## src/rtl/remote_comm.sv

```systemverilog
// rtl/remote_comm.sv - host-side remote command sender (3-byte UART TX) and response receiver (1-byte UART RX)
module remote_comm #(
  parameter int BAUD_DIV = 2604
) (
  input  logic        clk,
  input  logic        rst_n,
  input  logic        RX,
  output logic        TX,
  input  logic [7:0]  cmd,
  input  logic [15:0] data,
  input  logic        send_cmd,
  output logic        cmd_sent,
  output logic        resp_rdy,
  output logic [7:0]  resp,
  input  logic        clr_resp_rdy
);

  localparam int               CNT_W     = (BAUD_DIV > 2) ? $clog2(BAUD_DIV) : 1;
  localparam logic [CNT_W-1:0] BAUD_LAST = CNT_W'(BAUD_DIV - 1);
  localparam logic [CNT_W-1:0] HALF_LAST = CNT_W'((BAUD_DIV / 2 > 0) ? (BAUD_DIV / 2 - 1) : 0);

  typedef enum logic [1:0] {
    IDLE,
    SEND_CMD,
    SEND_HI,
    SEND_LO
  } seq_state_t;

  seq_state_t state;
  logic [15:0] hold_data;

  logic             tx_start;
  logic [7:0]       tx_byte;
  logic [8:0]       tx_shift;
  logic [CNT_W-1:0] tx_cnt;
  logic [3:0]       tx_bits;
  logic             tx_busy;
  logic             tx_done;

  logic             rx_meta;
  logic             rx_sync;
  logic             rx_prev;
  logic             rx_fall;
  logic             rx_start;
  logic             rx_tick;
  logic             rx_done;
  logic             rx_busy;
  logic [CNT_W-1:0] rx_cnt;
  logic [CNT_W-1:0] rx_target;
  logic [3:0]       rx_bits;
  logic [7:0]       rx_shift;

  // Frame launch request and byte select; the command byte goes straight from
  // the port into the TX shift register, which serves as its holding register.
  always_comb begin
    tx_start = 1'b0;
    tx_byte  = 8'h00;
    case (state)
      IDLE: begin
        tx_start = send_cmd;
        tx_byte  = cmd;
      end
      SEND_CMD: begin
        tx_start = tx_done;
        tx_byte  = hold_data[15:8];
      end
      SEND_HI: begin
        tx_start = tx_done;
        tx_byte  = hold_data[7:0];
      end
      default: begin
        tx_start = 1'b0;
        tx_byte  = 8'h00;
      end
    endcase
  end

  // Command sequencer: walks cmd, data high, data low, then flags completion.
  always_ff @(posedge clk or negedge rst_n) begin
    if (!rst_n) begin
      state     <= IDLE;
      hold_data <= 16'h0000;
      cmd_sent  <= 1'b0;
    end else begin
      case (state)
        IDLE: begin
          if (send_cmd) begin
            hold_data <= data;
            cmd_sent  <= 1'b0;
            state     <= SEND_CMD;
          end
        end
        SEND_CMD: begin
          if (tx_done) begin
            state <= SEND_HI;
          end
        end
        SEND_HI: begin
          if (tx_done) begin
            state <= SEND_LO;
          end
        end
        SEND_LO: begin
          if (tx_done) begin
            cmd_sent <= 1'b1;
            state    <= IDLE;
          end
        end
        default: state <= IDLE;
      endcase
    end
  end

  // Transmitter: start bit is driven at load, then the remaining 9 bits
  // (data LSB first, stop) shift out one per BAUD_DIV clocks.
  always_ff @(posedge clk or negedge rst_n) begin
    if (!rst_n) begin
      TX       <= 1'b1;
      tx_shift <= 9'h1FF;
      tx_cnt   <= '0;
      tx_bits  <= 4'd0;
      tx_busy  <= 1'b0;
      tx_done  <= 1'b0;
    end else begin
      tx_done <= 1'b0;
      if (tx_start) begin
        TX       <= 1'b0;
        tx_shift <= {1'b1, tx_byte};
        tx_cnt   <= '0;
        tx_bits  <= 4'd0;
        tx_busy  <= 1'b1;
      end else if (tx_busy) begin
        if (tx_cnt == BAUD_LAST) begin
          tx_cnt <= '0;
          if (tx_bits == 4'd9) begin
            tx_busy <= 1'b0;
            tx_done <= 1'b1;
            TX      <= 1'b1;
          end else begin
            TX       <= tx_shift[0];
            tx_shift <= {1'b1, tx_shift[8:1]};
            tx_bits  <= tx_bits + 4'd1;
          end
        end else begin
          tx_cnt <= tx_cnt + 1'b1;
        end
      end
    end
  end

  // RX synchronizer: two flops against metastability, third for edge detect.
  always_ff @(posedge clk or negedge rst_n) begin
    if (!rst_n) begin
      rx_meta <= 1'b1;
      rx_sync <= 1'b1;
      rx_prev <= 1'b1;
    end else begin
      rx_meta <= RX;
      rx_sync <= rx_meta;
      rx_prev <= rx_sync;
    end
  end

  assign rx_fall   = rx_prev & ~rx_sync;
  assign rx_start  = ~rx_busy & rx_fall;
  assign rx_target = (rx_bits == 4'd0) ? HALF_LAST : BAUD_LAST;
  assign rx_tick   = rx_busy & (rx_cnt == rx_target);
  assign rx_done   = rx_tick & (rx_bits == 4'd9);

  // Receiver: half a bit to the start-bit centre, then one sample per bit;
  // the stop-bit sample publishes the byte without checking its level.
  always_ff @(posedge clk or negedge rst_n) begin
    if (!rst_n) begin
      rx_busy  <= 1'b0;
      rx_cnt   <= '0;
      rx_bits  <= 4'd0;
      rx_shift <= 8'h00;
      resp     <= 8'h00;
    end else if (rx_start) begin
      rx_busy <= 1'b1;
      rx_cnt  <= '0;
      rx_bits <= 4'd0;
    end else if (rx_busy) begin
      if (rx_tick) begin
        rx_cnt  <= '0;
        rx_bits <= rx_bits + 4'd1;
        if (rx_bits >= 4'd1 && rx_bits <= 4'd8) begin
          rx_shift <= {rx_sync, rx_shift[7:1]};
        end
        if (rx_done) begin
          rx_busy <= 1'b0;
          resp    <= rx_shift;
        end
      end else begin
        rx_cnt <= rx_cnt + 1'b1;
      end
    end
  end

  // Response-ready flag: a completing frame beats a simultaneous clear.
  always_ff @(posedge clk or negedge rst_n) begin
    if (!rst_n) begin
      resp_rdy <= 1'b0;
    end else if (rx_done) begin
      resp_rdy <= 1'b1;
    end else if (clr_resp_rdy || rx_start) begin
      resp_rdy <= 1'b0;
    end
  end

endmodule

```

## config.mk

```make
export PLATFORM = sky130hd
export DESIGN_NAME = remote_comm
export DESIGN_NICKNAME = d
export VERILOG_FILES = /design/src/rtl/remote_comm.sv
export SDC_FILE = /design/constraint.sdc
export NUM_CORES = 1
export LEC_CHECK = 0
export BUFFER_PORTS_ARGS = -buffer_cell sky130_fd_sc_hd__buf_2
export CORE_MARGIN = 4
export CORE_UTILIZATION = 53
export DETAILED_ROUTE_END_ITERATION = 8
export PLACE_DENSITY_LB_ADDON = 0.2
export SYNTH_ARGS = -nofsm -noshare
export SYNTH_HDL_FRONTEND = slang
export SYNTH_SLANG_ARGS = --single-unit
export TNS_END_PERCENT = 5
```

## constraint.sdc

```tcl
create_clock -name clk -period 2.06 [get_ports clk]
set_clock_uncertainty 0.05 [all_clocks]
set_input_delay 0.412 -clock clk [delete_from_list [all_inputs] [get_ports clk]]
set_output_delay 0.412 -clock clk [all_outputs]
set_load 0.005 [all_outputs]
```

==> flow_metrics.tcl, run 1 <==
set metrics [dict create \
    status "complete, no violations" \
    grt_start_max_net_pins 33 \
    path_class "register to register" \
    drtAntennaViolNets 0 \
    via_per_inst 5.74 \
    tns_ns 0 \
    max_clock_freq_mhz 491 \
    synth_area_sq_um 4160 \
    clock_latency_reported_for_the_late_side_of_the_worst_skew_pair_ns 0.35 \
    worst_path_largest_cell_delay_ns 0.56 \
    post_route_cells_drive_above_1_share_pct 33.8 \
    async_flop_share_pct 100 \
    worst_slew_pin_slew_ns 0.509 \
    synthMuxAreaShare_pct 13.3 \
    total_power_mw 3.32 \
    final_hold_violation_count 0 \
    library_cell_with_the_largest_summed_area_after_synthesis "dfrtp_1" \
    grt_pass1_vias 3078 \
    totalWireLength_um 7990 \
    drc 0 \
    grt_first_pass_wirelength_um 14300 \
    leakage_component_of_the_power_nw 2.34 \
    antenna_diode_count 0 \
    dr_wl_met3_um 378 \
    critical_path_peak_fanout 8 \
    via_count 3011 \
    ys.warnings.count 0 \
    post_synth_and_or_nand_nor_area_fraction_pct 16.7 \
    pre_cts_ws_ns 0.0478 \
    syn-num-nets 398 \
    synth_top_family_by_area "simple AND/OR/NAND/NOR gates" \
    postSynthAreaPerCell_sq_um 11.7 \
    detailedRoute.firstIterationViolations 141 \
    ys_seq_elements 83 \
    critical-path-slowest-cell "or4b_4" \
    timing.final.setup_violations 0 \
    final_period_minus_worst_setup_slack_ns 2.04 \
    power.density_cell_area_nw_per_um2 686 \
    die_area_sq_um 9330 \
    overflow 0 \
    synth_edf_count 0 \
    synth-seq-area-share_pct 50.3 \
    critPathLaunchType "register" \
    clock_tree.root_cell "clkbuf_8" \
    xor_xnor_cell_area_share_of_the_yosys_netlist_pct 1.89 \
    dieWidth_um 96.6 \
    yosys.cell_types.count 57 \
    synth_top_area_share_pct 42.7 \
    floorplan.initialDensity_pct 54.1 \
    yosys-top-cells-area "dfrtp_1, mux2_2, dfstp_2, mux2i_1, ha_1" \
    global_route.usage.total_pct 18.0 \
    ctsLongestPathBuffers 2 \
    routedWlPerCell_um 15.2 \
    max_layer_used "met4" \
    worst-endpoint-arrival_ns 2.23 \
    timing_max_transition_violations_final 0 \
    core_sq_um 7690 \
    synthToLayoutAreaGrowth_pct 16.5 \
    h_tree_depth 3 \
    die_h_um 96.6 \
    relSlewSlack_pct 65.2 \
    crit_path_end_kind "register" \
    synth-main-ff-cell "dfrtp_1" \
    worst_hold_path_type "input pin to register" \
    synth_instances 356 \
    met2_length_um 3700 \
    irDropWorstVdd_mv 0.406 \
    num-nets-final 460 \
    cts-buffers-inserted 9 \
    dr.pass1.iters 4 \
    antenna_found_initial 0 \
    top_level_ports 40 \
    fin_crit_sh_pct 98.8 \
    detail_route.wirelength.met1_um 3810 \
    port_buffers 39 \
    floorplan.rows 32 \
    synth_compound_gate_area_share_pct 11.2 \
    place.gp.congestion 0.830 \
    synth-adder-area-share_pct 3.91 \
    post-dp-hpwl_um 5730 \
    clock_tree_from_tritoncts "yes" \
    drv_cap 0 \
    hold_ws_ns 0.116 \
    cp_cell_sequence "buf_4 > ha_1 > or4b_4 > o2111ai_4 > mux2_2" \
    rsz0062_at_grt "true" \
    cts.sink_count 83 \
    worst_setup_hold_path_clk_slew_ns 0.09 \
    required_time_of_the_worst_setup_path_ns 2.25 \
    fin_ws_ns 0.0240 \
]
-- path summary, 6_finish.rpt --
kind	from	to	slack [ns]	cells after the start
worst max-delay path	rx_bits[0]	rx_shift[6]	0.02	5
worst min-delay path	RX	rx_meta	0.12	1
worst max register to register	rx_bits[0]	rx_shift[6]	0.02	5
worst min register to register	rx_meta	rx_sync	0.31	0
max in group asynchronous	rst_n	tx_shift[6]	0.84	3
min in group asynchronous	rst_n	tx_cnt[9]	0.49	2
-- flip-flops by register name (all words and copies together) (netlist names) --
signal / cells
TX: 1
rx_meta: 1
resp: 8
tx_shift: 8
rx_prev: 1
tx_done: 1
state: 2
rx_sync: 1
tx_bits: 4
rx_busy: 1
resp_rdy: 1
hold_data: 16
cmd_sent: 1
rx_cnt: 12
tx_cnt: 12
rx_bits: 4
tx_busy: 1
rx_shift: 8
-- metrics by stage --
stage          area [sq um]  util (%)  instances
6_report               4850      63.1        525
5_1_grt                4850      63.1        525
4_1_cts                4780      62.2        519
3_5_place_dp           4570      59.5        502
3_3_place_gp           4570      59.5        502
2_1_floorplan          4160         -        356
-- routing by layer --
layer / GRT usage [%] / vias up
met4: 4.75 / 0
met3: 4.40 / 12
met2: 28.5 / 61
met5: 0 / -
met1: 24.8 / 1485
li1: - / 1453
-- cell usage in the layout (no fill, tap or decap), types with 14 or more instances in the layout --
cell and instances:
a21oi_1 16, buf_2 38, buf_4 22, dfrtp_1 71
mux2_2 32, mux2i_1 18, nand2_1 22, o21ai_0 14
-- logic make-up after synthesis --
kind of cell / Yosys count
adders and majority gates: 13
DFF: 83
AOI/OAI and AO/OA: 66
muxes: 51
and+or+nand+nor: 109
buffers and inverters: 25
xor gates and xnor gates: 9
-- critical path, delay by kind of cell, from the launching register on --
kind | cells | cell delay (ns)
flops | 1 | 0.42
compound gates | 1 | 0.15
buf+inv | 1 | 0.15
simple gates | 1 | 0.56
mux | 1 | 0.38
fa+ha+maj | 1 | 0.21
-- Yosys cell counts (2+ instances only) --
library cell,n
dfstp_2,12
ha_1,13
or3_1,6
or4_1,3
xnor2_1,3
nand2b_1,6
nand3b_1,2
mux2i_1,18
a222oi_1,8
a211oi_1,2
mux2_2,33
nand2_1,22
buf_4,2
nor2_1,9
o2111ai_1,2
dfrtp_1,71
nor3_1,12
inv_1,13
o21ai_0,14
nand3_1,9
and4bb_2,4
and3_1,3
a31oi_1,4
nand4_1,9
o211ai_1,4
buf_2,5
a21oi_1,16
clkbuf_1,3
a22oi_1,3
and4_1,4
xor2_1,6
nor3b_1,2
o22ai_1,2
o31ai_1,5
nor2b_1,4
-- power breakdown --
group	switching [mW]	internal (mW)	leakage, nW	total (mW)
clock	0.619	0.566	0.0958	1.19
combinational	0.179	0.142	1.16	0.321
sequential	0.117	1.70	1.08	1.82
-- what timing repair did --
action	in CTS	in global routing
endpoints found under the setup margin	0	27
hold buffers	1	0
setup buffers	0	6
resized for setup	0	6
hold endpoints to repair	28	0
-- final cells by class --
type / instances / area [sq um]
well taps: 102 / 128
flip-flops and latches: 83 / 2090
clock inverters: 7 / 76.3
repair buffers: 63 / 405
fillers: 638 / 2840
inverters: 13 / 48.8
multi-input cells: 248 / 1980
clock buffers: 9 / 124
(Power assumes the default switching activity.)
==> run 2: changes to the inputs <==
--- a/config.mk
+++ b/config.mk
@@ -6,8 +6,10 @@
 export NUM_CORES = 1
 export LEC_CHECK = 0
 export BUFFER_PORTS_ARGS = -buffer_cell sky130_fd_sc_hd__buf_2
+export CELL_PAD_IN_SITES_DETAIL_PLACEMENT = 0
+export CELL_PAD_IN_SITES_GLOBAL_PLACEMENT = 1
 export CORE_MARGIN = 4
-export CORE_UTILIZATION = 53
+export CORE_UTILIZATION = 43
 export DETAILED_ROUTE_END_ITERATION = 8
 export PLACE_DENSITY_LB_ADDON = 0.2
 export SYNTH_ARGS = -nofsm -noshare
==> run 2 against run 1 <==
  * Worst setup slack better by 0.0061 ns
  * Clock power down 8%
  * Sequential power about the same
  * Cell area up 0.10%
  * Cell count up 5.1%
  * Power down 2.8%
  * Non-clock buffer count unchanged
  * Critical endpoint is now rx_shift[5]
  * Largest cell class unchanged
  * Highest routed layer unchanged
==> flow_metrics.tcl, run 2 (synthesis gave the netlist of run 1 again) <==
set metrics [dict create \
    drv_cap 0 \
    timing_max_transition_violations_final 0 \
    worst_path_largest_cell_delay_ns 0.56 \
    irDropWorstVdd_mv 0.333 \
    die_h_um 106 \
    die_area_sq_um 11300 \
    floorplan.initialDensity_pct 44.6 \
    total_power_mw 3.23 \
    final_util_pct 52.0 \
    grt_first_pass_wirelength_um 14400 \
    dieWidth_um 106 \
    cp_top_family "simple AND/OR/NAND/NOR gates" \
    cts.sink_count 83 \
    mostFrequentLayoutCells "dfrtp_1, buf_2, mux2_2" \
    place.gp.congestion 0.830 \
    drtAntennaViolNets 0 \
    flip_flop_count_of_the_largest_register_after_layout 16 \
    crit_buf_inv 1 \
    worst_setup_hold_path_clk_slew_ns 0.09 \
    drc 0 \
    worst_hold_path_type "input pin to async pin" \
    overflow 0 \
    placed_cell_area_sq_um 4610 \
    grt_start_max_net_pins 84 \
    most_common_library_cell_in_the_layout_ignoring_fill_and_taps "dfrtp_1" \
    num-nets-final 460 \
    core_sq_um 9330 \
    leakage_component_of_the_power_nw 2.33 \
    clock_latency_reported_for_the_late_side_of_the_worst_skew_pair_ns 0.36 \
    place_inst 531 \
    postLayoutCellArea_sq_um 4850 \
    dr.pass1.iters 5 \
    port_buffers 39 \
    cp_cell_sequence "buf_4 > ha_1 > or4b_4 > o2111ai_4 > mux2_2" \
    worst_slew_pin_slew_ns 0.473 \
    max_clock_freq_mhz 493 \
    finalNonFillerCells 552 \
    antenna_diode_count 0 \
    clock_tree_from_tritoncts "yes" \
    h_tree_depth 3 \
    totalWireLength_um 8470 \
    cts-buffers-inserted 9 \
    grt_pass1_vias 3011 \
    post-dp-hpwl_um 6010 \
    power.density_cell_area_nw_per_um2 666 \
    critical_path_peak_fanout 8 \
    antenna_found_initial 0 \
    cts_hold_buf 0 \
    final_hold_violation_count 0 \
    path_class "register to register" \
    critical-path-slowest-cell "or4b_4" \
    relSlewSlack_pct 67.6 \
    top_level_ports 40 \
    global_route.usage.total_pct 15.8 \
    synthToLayoutAreaGrowth_pct 16.7 \
    status "complete, no violations" \
    worst-endpoint-arrival_ns 2.22 \
    required_time_of_the_worst_setup_path_ns 2.25 \
    via_count 2982 \
    crit_path_end_kind "register" \
    detailedRoute.firstIterationViolations 117 \
    fin_crit_sh_pct 98.5 \
    clock_tree.root_cell "clkbuf_8" \
    via_per_inst 5.40 \
    routedWlPerCell_um 15.3 \
    registers.top_by_ff_count "hold_data" \
    largestRegisters "hold_data: 16 flops, rx_cnt: 12 flops, tx_cnt: 12 flops" \
    floorplan.rows 35 \
    final_period_minus_worst_setup_slack_ns 2.03 \
    timing.final.setup_violations 0 \
    ctsLongestPathBuffers 2 \
    critPathLaunchType "register" \
    post_route_cells_drive_above_1_share_pct 34.0 \
]
[run 2: cell types whose count changed in the layout (fill, tap and decap cells not counted), sizes merged]
cell	previous run	this run
inv	14	16
buf	62	63
clkinvlp	2	4
dlygate4sd3	1	0
clkinv	3	0
bufinv	1	0
[run 2: area by class of cell]
class | count | area [sq um]
clock buffer | 9 | 124
fill | 856 | 4470
clock inverter | 7 | 58.8
inverter | 13 | 48.8
tap | 129 | 161
timing repair buffer | 63 | 394
multi-input combinational | 248 | 1980
sequential | 83 | 2090
[run 2: repair_timing]
| action | 4_1_cts | 5_1_grt |
|---|---|---|
| buffers inserted | 0 | 5 |
| endpoints found under the setup margin | 0 | 27 |
| hold endpoints to repair | 0 | 0 |
| resized for setup | 0 | 7 |
[run 2: final timing paths]
path	cells after the start	slack (ns)	end	startpoint
max reg2reg	5	0.03	rx_shift[5]	rx_bits[0]
min	2	0.01	tx_cnt[10]	rst_n
max in group asynchronous	2	1.57	tx_shift[0]	rst_n
max	5	0.03	rx_shift[5]	rx_bits[0]
min in group clk	1	0.11	rx_meta	RX
min reg2reg	0	0.32	rx_sync	rx_meta
[run 2: metrics by stage]
stage                      TNS, ns  hold WS, ns  setup WS [ns]
final                            0       0.0114         0.0302
after global routing      -0.00871       0.0491       -0.00871
after CTS                        0       0.0330        0.00748
after detailed placement         0        0.304         0.0218
after global placement           0        0.297          0.105
after floorplan                  0       0.0664          0.148
[run 2: metal layers]
| layer | track usage (%) | vias up | part of all wire, % |
|---|---|---|---|
| li1 | - | 1458 | - |
| met1 | 21.5 | 1447 | 48 |
| met2 | 24.3 | 63 | 46 |
| met3 | 3.40 | 14 | 4.2 |
| met4 | 6.66 | 0 | 1.9 |
| met5 | 0 | - | 0 |
[run 2: power breakdown]
part           switching, mW  internal, mW
logic                  0.185         0.140
registers              0.118          1.70
clock network          0.635         0.454
==> run 3: changes to the inputs <==
--- a/config.mk
+++ b/config.mk
@@ -12,6 +12,7 @@
 export CORE_UTILIZATION = 43
 export DETAILED_ROUTE_END_ITERATION = 8
 export PLACE_DENSITY_LB_ADDON = 0.2
+export SETUP_SLACK_MARGIN = 0.05
 export SYNTH_ARGS = -nofsm -noshare
 export SYNTH_HDL_FRONTEND = slang
 export SYNTH_SLANG_ARGS = --single-unit
==> run 3 against run 2 <==
  * Cell count increased by 0.54%
  * Cell area increased by 0.46%
  * Maximum frequency about the same
  * Non-clock buffer count increased by 3
  * Register-to-register slack about the same
  * Via count decreased by 0.37%
  * Power decreased by 0.11%
  * Clock power about the same
  * Sequential cell count unchanged
  * Critical path depth increased by 1
  * Largest cell class unchanged
  * Worst setup slack got worse by 0.0014 ns
==> flow_metrics.tcl, run 3 (synthesis gave the netlist of run 1 again) <==
set metrics [dict create \
    rsz0062_at_grt "true" \
    leakage_component_of_the_power_nw 2.34 \
    die_h_um 106 \
    drv_cap 0 \
    core_sq_um 9330 \
    post-dp-hpwl_um 6010 \
    antenna_diode_count 0 \
    final_period_minus_worst_setup_slack_ns 2.03 \
    flip_flop_count_of_the_largest_register_after_layout 16 \
    cts.sink_count 83 \
    clock_tree.root_cell "clkbuf_8" \
    total_power_mw 3.23 \
    power.density_cell_area_nw_per_um2 662 \
    registers.top_by_ff_count "hold_data" \
    grt_pass1_vias 3017 \
    global_route.usage.total_pct 15.8 \
    top_level_ports 40 \
    mostFrequentLayoutCells "dfrtp_1, buf_2, mux2_2" \
    ctsLongestPathBuffers 2 \
    post_route_cells_drive_above_1_share_pct 34.5 \
    timing.rr.start "rx_bits[1]" \
    most_common_library_cell_in_the_layout_ignoring_fill_and_taps "dfrtp_1" \
    fin_ws_ns 0.0288 \
    clock_tree_from_tritoncts "yes" \
    die_area_sq_um 11300 \
    cts-buffers-inserted 9 \
    timing.final.setup_violations 0 \
    drtAntennaViolNets 0 \
    worst_hold_path_type "input pin to async pin" \
    relSlewSlack_pct 67.6 \
    crit_path_end_kind "register" \
    worst_slew_pin_slew_ns 0.474 \
    irDropWorstVdd_mv 0.333 \
    largestRegisters "hold_data: 16 flops, rx_cnt: 12 flops, tx_cnt: 12 flops" \
    layout.filler_cells 850 \
    pre_cts_ws_ns 0.0218 \
    dr.pass1.iters 6 \
    place.gp.congestion 0.830 \
    tns_ns 0 \
    postLayoutCellArea_sq_um 4880 \
    overflow 0 \
    worst-endpoint-arrival_ns 2.22 \
    critical_path_peak_fanout 8 \
    finalNonFillerCells 555 \
    hold_ws_ns 0.0110 \
    routedWlPerCell_um 15.3 \
    floorplan.initialDensity_pct 44.6 \
    dieWidth_um 106 \
    detailedRoute.firstIterationViolations 116 \
    path_class "register to register" \
    synthToLayoutAreaGrowth_pct 17.2 \
    status "complete, no violations" \
    final_util_pct 52.3 \
    fin_crit_sh_pct 98.6 \
    timing_max_transition_violations_final 0 \
    num-nets-final 463 \
    clock_latency_reported_for_the_late_side_of_the_worst_skew_pair_ns 0.36 \
    antenna_found_initial 0 \
    h_tree_depth 3 \
    placed_cell_area_sq_um 4610 \
    required_time_of_the_worst_setup_path_ns 2.25 \
    floorplan.rows 35 \
    worst_setup_hold_path_clk_slew_ns 0.09 \
    crit_startpoint "rx_bits[1]" \
    via_per_inst 5.35 \
    via_count 2971 \
    place_inst 531 \
    max_clock_freq_mhz 492 \
    grt_first_pass_wirelength_um 14400 \
    port_buffers 39 \
    critPathLaunchType "register" \
    final_hold_violation_count 0 \
    drc 0 \
    grt_start_max_net_pins 84 \
    totalWireLength_um 8500 \
]
[run 3: power by group]
| part | internal, mW | leakage, nW | switching, mW |
|---|---|---|---|
| registers | 1.70 | 1.08 | 0.118 |
| clock network | 0.454 | 0.0804 | 0.633 |
| logic | 0.140 | 1.18 | 0.184 |
| total | 2.30 | 2.34 | 0.934 |
[run 3: area by class of cell]
class / count / area [sq um] / area share [%]
Sequential cell: 83 / 2090 / 42.9
Multi-Input combinational cell: 248 / 1980 / 40.5
Timing Repair Buffer: 66 / 417 / 8.54
Tap cell: 129 / 161 / 3.31
Clock buffer: 9 / 124 / 2.54
Clock inverter: 7 / 58.8 / 1.21
Inverter: 13 / 48.8 / 1.00
[run 3: worst paths after layout]
check                                   end  slack (ns)  cells after the start
max in group asynchronous       tx_shift[0]        1.57                      2
worst min register to register      rx_sync        0.32                      0
worst max-delay path            rx_shift[5]        0.03                      6
min in group clk                    rx_meta        0.11                      1
worst min-delay path             tx_cnt[10]        0.01                      2
worst max register to register  rx_shift[5]        0.03                      6
[run 3: repair_timing]
action | 4_1_cts | 5_1_grt
gates resized for setup | 0 | 7
hold buffers | 0 | 0
pin swaps | 0 | 3
buffers inserted | 1 | 7
endpoints found under the setup margin | 13 | 30
[run 3: metal layers]
layer | routed length (um) | vias to the layer above | global-route usage, %
li1 | - | 1463 | -
met1 | 4040 | 1435 | 21.6
met2 | 3960 | 59 | 24.4
met3 | 335 | 14 | 3.40
met4 | 159 | 0 | 6.66
met5 | 0 | - | 0
[run 3: worst max-delay path, stage by stage (launching register included)]
cell,delay (ns)
dfrtp_1,0.37
inv_2,0.07
buf_4,0.14
ha_1,0.19
or4b_4,0.56
o2111ai_4,0.16
mux2_2,0.39
